`config.mk`:
```
export PLATFORM = sky130hd
export DESIGN_NAME = fp_mul_pipe
export DESIGN_NICKNAME = d
export VERILOG_FILES = /design/src/rtl/fp_mul_pipe.sv
export SDC_FILE = /design/constraint.sdc
export NUM_CORES = 1
export LEC_CHECK = 0
export ABC_AREA = 1
export CORE_ASPECT_RATIO = 0.7
export CORE_MARGIN = 2
export CORE_UTILIZATION = 50
export DETAILED_ROUTE_END_ITERATION = 8
export PLACE_DENSITY = 0.68
export SETUP_SLACK_MARGIN = 0.3
export SYNTH_ARGS = -nofsm -noshare
export SYNTH_HDL_FRONTEND = slang
export SYNTH_SLANG_ARGS = --single-unit
```
`constraint.sdc`:
```
create_clock -name clk -period 10.2 [get_ports clk]
set_input_delay 2.04 -clock clk [delete_from_list [all_inputs] [get_ports clk]]
set_output_delay 2.04 -clock clk [all_outputs]
set_load 0.01 [all_outputs]
```
`src/rtl/fp_mul_pipe.sv`:
```
// rtl/fp_mul_pipe.sv - 3-stage signed fixed-point multiplier with round/align and overflow handling
// Optional macro FP_MUL_SAT_EN: clamp overflowing results instead of wrapping them.
module fp_mul_pipe #(
   parameter int INT1     = 6,
   parameter int FRAC1    = 8,
   parameter int INT2     = 6,
   parameter int FRAC2    = 8,
   parameter int OUT_INT  = 6,
   parameter int OUT_FRAC = 12
) (
   input  logic                        clk,
   input  logic                        reset,
   input  logic                        in_valid,
   output logic                        in_ready,
   input  logic [INT1+FRAC1-1:0]       a,
   input  logic [INT2+FRAC2-1:0]       b,
   input  logic                        rnd_mode,
   output logic                        out_valid,
   input  logic                        out_ready,
   output logic [OUT_INT+OUT_FRAC-1:0] product,
   output logic                        ovf,
   output logic                        ovf_sticky,
   input  logic                        clr_sticky
);

   localparam int AW = INT1 + FRAC1;
   localparam int BW = INT2 + FRAC2;
   localparam int PW = AW + BW;
   localparam int PF = FRAC1 + FRAC2;
   localparam int OW = OUT_INT + OUT_FRAC;
   localparam int EW = PW + OW + 2;

   logic [AW-1:0]        r_a;
   logic [BW-1:0]        r_b;
   logic                 r_rnd1;
   logic                 r_v1;
   logic signed [PW-1:0] r_p;
   logic                 r_rnd2;
   logic                 r_v2;
   logic [OW-1:0]        r_product;
   logic                 r_ovf;
   logic                 r_v3;
   logic                 r_sticky;

   logic                 w_adv1;
   logic                 w_adv2;
   logic                 w_adv3;
   logic signed [PW-1:0] w_mul;
   logic signed [EW-1:0] w_ext;
   logic signed [EW-1:0] w_al;
   logic [EW-OW:0]       w_hi;
   logic                 w_ovf;
   logic [OW-1:0]        w_res;

   assign w_adv3   = !r_v3 || out_ready;
   assign w_adv2   = !r_v2 || w_adv3;
   assign w_adv1   = !r_v1 || w_adv2;
   assign in_ready = w_adv1 && !reset;

   assign w_mul = $signed({{BW{r_a[AW-1]}}, r_a}) * $signed({{AW{r_b[BW-1]}}, r_b});
   assign w_ext = {{(EW-PW){r_p[PW-1]}}, r_p};

   // Wide intermediate keeps the rounding carry visible to the range check.
   generate
      if (PF > OUT_FRAC) begin : g_round
         localparam int D = PF - OUT_FRAC;
         logic [EW-1:0]        w_half;
         logic signed [EW-1:0] w_sum;
         assign w_half = {{(EW-1){1'b0}}, 1'b1} << (D - 1);
         assign w_sum  = w_ext + (r_rnd2 ? w_half : '0);
         assign w_al   = w_sum >>> D;
      end else begin : g_pad
         assign w_al = w_ext <<< (OUT_FRAC - PF);
      end
   endgenerate

   assign w_hi  = w_al[EW-1:OW-1];
   assign w_ovf = !((&w_hi) || !(|w_hi));

`ifdef FP_MUL_SAT_EN
   assign w_res = !w_ovf      ? w_al[OW-1:0] :
                  r_p[PW-1]   ? {1'b1, {(OW-1){1'b0}}} :
                                {1'b0, {(OW-1){1'b1}}};
`else
   assign w_res = w_al[OW-1:0];
`endif

   always_ff @(posedge clk or posedge reset) begin
      if (reset) begin
         r_a       <= '0;
         r_b       <= '0;
         r_rnd1    <= 1'b0;
         r_v1      <= 1'b0;
         r_p       <= '0;
         r_rnd2    <= 1'b0;
         r_v2      <= 1'b0;
         r_product <= '0;
         r_ovf     <= 1'b0;
         r_v3      <= 1'b0;
         r_sticky  <= 1'b0;
      end else begin
         if (w_adv1) begin
            r_v1   <= in_valid;
            r_a    <= a;
            r_b    <= b;
            r_rnd1 <= rnd_mode;
         end
         if (w_adv2) begin
            r_v2   <= r_v1;
            r_p    <= w_mul;
            r_rnd2 <= r_rnd1;
         end
         if (w_adv3) begin
            r_v3 <= r_v2;
            if (r_v2) begin
               r_product <= w_res;
               r_ovf     <= w_ovf;
            end
         end
         // A delivered overflow takes priority over a same-cycle clear.
         if (r_v3 && out_ready && r_ovf) r_sticky <= 1'b1;
         else if (clr_sticky)            r_sticky <= 1'b0;
      end
   end

   assign out_valid  = r_v3;
   assign product    = r_product;
   assign ovf        = r_ovf;
   assign ovf_sticky = r_sticky;

endmodule

```
======== Yosys cells after proc, flatten, opt, wreduce, memory -nomap -nowiden ========
Index checks and enable logic that the tools add are counted.
storage, ports and cells
  register bits ........................... 81
  bits in latches ......................... 0
  RAM bits ................................ 0
  bits in read-only memories .............. 0
  bits of input ports ..................... 34
  logic and storage cells ................. 33
  memories ................................ 0
operators by class
  $add $sub $neg .......................... 1
  $mul .................................... 1
  div/mod/pow operators ................... 0
  $lt $le $gt $ge ......................... 0
  eq/ne operators ......................... 0
  shift-type cells ........................ 0
  muxes and demuxes ....................... 3
  bitwise logic cells ..................... 0
  reductions and logical operators ........ 17
operator list
  cell                                            number
  28-bit by 5-bit adder with 29-bit output        1
  14-bit by 14-bit multiplier with 28-bit output  1
  27-bit AND reduction                            1
  27-bit OR reduction                             1
  1-bit logical NOT                               6
  1-bit logical OR                                4
  4-bit 2-to-1 mux                                1
  1-bit logical AND                               3
  1-bit 2-to-1 mux                                2
  2-bit AND reduction                             1
  2-bit nonzero test                              1

======== Longest topological paths before layout ========
  depth after elaboration ................. 6
  mapped depth ............................ 27
  gate-level depth less buffers ........... 26

======== Worst setup path after synthesis ========
Ideal clock, no wire load.
  path type ............................... input-to-output
  start point ............................. input port reset
  end point ............................... output port in_ready
  arrival time ............................ 3.941 ns
  path slack .............................. 4.219 ns
  stages on the path ...................... 3
  buffers on the path ..................... 0
  path through ............................ inv_1 -> nand2_1 -> inv_1
between the ends
  cells in the longest elaborated chain, start to end .. 2
ends and longest elaborated chain
  element                             line  source
  from (decl)                         12    input logic reset,
  1-bit logical NOT (no source line)  --
  1-bit logical AND                   58    assign in_ready = w_adv1 && !reset;
  to (decl)                           14    output logic in_ready,
Every way passes these cells.

======== Worst setup path in the final report ========
  start point ............................. input port out_ready
  end point ............................... output port in_ready
between the ends
  cells in the longest elaborated chain, start to end .. 4
ends and longest elaborated chain
  element            line  source
  from (decl)        19    input logic out_ready,
  1-bit logical OR   55    assign w_adv3 = !r_v3 || out_ready;
  1-bit logical OR   56    assign w_adv2 = !r_v2 || w_adv3;
  1-bit logical OR   57    assign w_adv1 = !r_v1 || w_adv2;
  1-bit logical AND  58
Every way passes these cells.

==> reports/metrics.cfg <==
[outcome]
status=finished clean

[sta]
fin_ws_ns=3.37
finalWorstPathRequiredPeriod_ns=6.83
finalHoldWorstSlack_ns=0.482
post-route-period-util_pct=66.9
setup_viol=0
fin_worst_skew_ns=0.0128
max_slew_margin_pct=39.8
slew_violations=0
final_hold_viol_count=0
grt_setup_unrepaired=no
setup-tns-final_ns=0
fmax_mhz=146
tightest_slew_ns=0.900

[placed_design]
dp_hpwl_um=21800
place_congestion=0.886
dp_slack_ns=3.35
dpl.cell_count=1787
port_buffers=55

[logic_synthesis]
synth_cells=1454
syn_nets=1749
yosys_warnings=0
synth_area_per_cell_um2=7.95
synth.cell_area_mm2=0.0116
synth_seq_area_share_pct=16.9
synth-seq-cells=78
synth_cell_types=41

[clock_network]
ctsLongestPathBuffers=2
cts.clk_slew.worst_paths_ns=0.06
holdBufCountCts=0
cts-root-buf=clkbuf_16
cts_inserted_buffers=9
post-cts-setup-buffers=0
h-tree-depth=3
cts_resized=0
tritoncts=built
clock_sinks=78
clock_latency_ns=0.36

[floorplan]
core_area_mm2=0.0227
dieHeight_um=131
die-area_mm2=0.0244
io_pins=56
die_x_um=186
start_util_pct=50.9
row_count=46

[detailed_routing]
detail-route-antenna-nets=0
drt_iter0_markers=616
wl_per_cell_um=15.0
vias=9059
viasPerCell=5.02
drt_wl_total_um=27100
drtPass1Iterations=5
drc=0

[setup_path]
crit_cells=8
cp.arrival_ns=4.79
crit_type=in -> out
critPathMaxStageDelay_ns=0.74
r2r_cells=18
critPathBufInv=4
cp_cell_sequence=clkdlybuf4s50_1 -> nor2_1 -> inv_2 -> nor2_4 -> nand2_2 -> nand2_1 -> inv_1 -> clkdlybuf4s50_1
cp_slowest_cell=nand2_2
critPathTopFamily=simple AND/OR/NAND/NOR gates
crit_path_end_kind=primary output
crit_top_cell=clkdlybuf4s50_1
path_max_fanout=40
worstPathRequired_ns=8.16
start_kind=input port

[finish]
num_antenna_cells=0
drive_above_1_share_pct=5.23
area_delta_synth_final_pct=9.95
final_cells=1803
fill_cells=2158
regArea_mm2=0.00195
fin_nets=1781
layout_commonest_cell=nand2_1
multi_input_area_mm2=0.00804
final_cell_mix=401 x nand2_1, 371 x inv_1, 195 x fa_1, 78 x dfrtp_1, 73 x nor2_1

[flow_run]
cap_violations=0

[worst_hold_path]
hold_path_class=reg -> reg
holdPathStages=2

[global_routing]
grt_max_degree=55
grt_pass1_vias=9399
grt_pass1_wl_um=46900
overflow=0
grt.total_usage_pct=24.5
antenna_found_initial=0

[per-layer routing]
layer	global-route usage, %	wire length, um	share of wire (%)
met4	4.16	184	0.68
met3	4.52	1840	6.8
met2	38.6	12400	46
met1	35.9	12700	47
met5	0	0	0
[registers in the layout, indices dropped and copies added (netlist names)]
register    flops
ovf_sticky      1
out_valid       1
ovf             1
product        18
r_rnd1          1
r_rnd2          1
r_b            14
r_p            25
r_v2            1
r_a            14
r_v1            1
[synth_stat cells]
library cell / count / area (um2)
nand4_1: 4 / 25.0
nand3_2: 1 / 10.0
nand3_1: 40 / 200
o21ai_1: 3 / 15.0
nor3_2: 2 / 20.0
o21bai_1: 2 / 15.0
a21boi_0: 1 / 7.51
o21bai_2: 1 / 11.3
nand2_2: 9 / 56.3
a21o_1: 2 / 15.0
o31ai_1: 1 / 7.51
a21oi_1: 32 / 160
clkbuf_1: 32 / 120
and3_1: 1 / 6.26
nor4_1: 1 / 6.26
mux2_2: 23 / 259
o21ai_2: 1 / 8.76
buf_4: 1 / 7.51
or2_0: 1 / 6.26
fa_1: 195 / 3900
o21a_1: 1 / 7.51
nor4_2: 1 / 12.5
a22o_2: 1 / 10.0
nor2_4: 4 / 45.0
nor2_1: 73 / 274
nor3b_1: 1 / 7.51
nor2_2: 6 / 37.5
inv_2: 3 / 11.3
and2_4: 1 / 8.76
buf_2: 6 / 30.0
nand3b_1: 6 / 45.0
ha_1: 66 / 826
dfrtp_1: 78 / 1950
or2_2: 3 / 18.8
xnor2_1: 15 / 131
o21ai_0: 44 / 220
xor2_1: 13 / 114
a22oi_1: 1 / 7.51
nand2_1: 401 / 1510
a31oi_1: 5 / 31.3
inv_1: 372 / 1400
[cells by family after synthesis]
kind of cell	Yosys count	synth area share, %
fa+ha+maj	261	40.9
simple gates	555	19.8
compound gates	95	4.47
mux	23	2.24
buf+inv	414	13.5
xor+xnor	28	2.12
flops	78	16.9
[worst register-to-register path, stage by stage, from the launching register on]
cell and delay [ns]:
dfrtp_1 0.81, nand2_1 0.28, fa_1 0.60, inv_1 0.07, fa_1 0.84, fa_1 0.63, fa_1 0.57, inv_1 0.05
fa_1 0.50, fa_1 0.54, inv_1 0.04, ha_1 0.38, nand2_1 0.13, nor4_1 0.31, nand3_1 0.18, nand3_1 0.12
nand2_1 0.05, nand3_1 0.06, nand2_1 0.06
[area by class of cell]
| cell class | instances | share of cell area [%] |
|---|---|---|
| Multi-Input combinational cell | 962 | 63.3 |
| Clock buffer | 9 | 1.77 |
| Timing Repair Buffer | 60 | 4.63 |
| Inverter | 375 | 11.1 |
| Tap cell | 312 | 3.07 |
| Sequential cell | 78 | 15.4 |
| Clock inverter | 7 | 0.808 |
[path summary, 6_finish.rpt]
kind | start | end | slack, ns
max reg2reg | r_b[2] | r_p[26] | 3.88
min reg2reg | product[9] | product[9] | 0.48
min | product[9] | product[9] | 0.48
min in group asynchronous | reset | r_p[5] | 2.01
max in group asynchronous | reset | r_a[13] | 7.06
max | out_ready | in_ready | 3.37
[stage by stage]
step	cell area (um2)	utilization [%]
finish	12700	56.0
global route	12700	56.0
CTS	12700	56.0
floorplan	11600	-
global placement	12400	54.6
detailed placement	12400	54.6
Power is not shown: default switching activity piles up to over one toggle a cycle in this logic, so the estimate is an artifact.
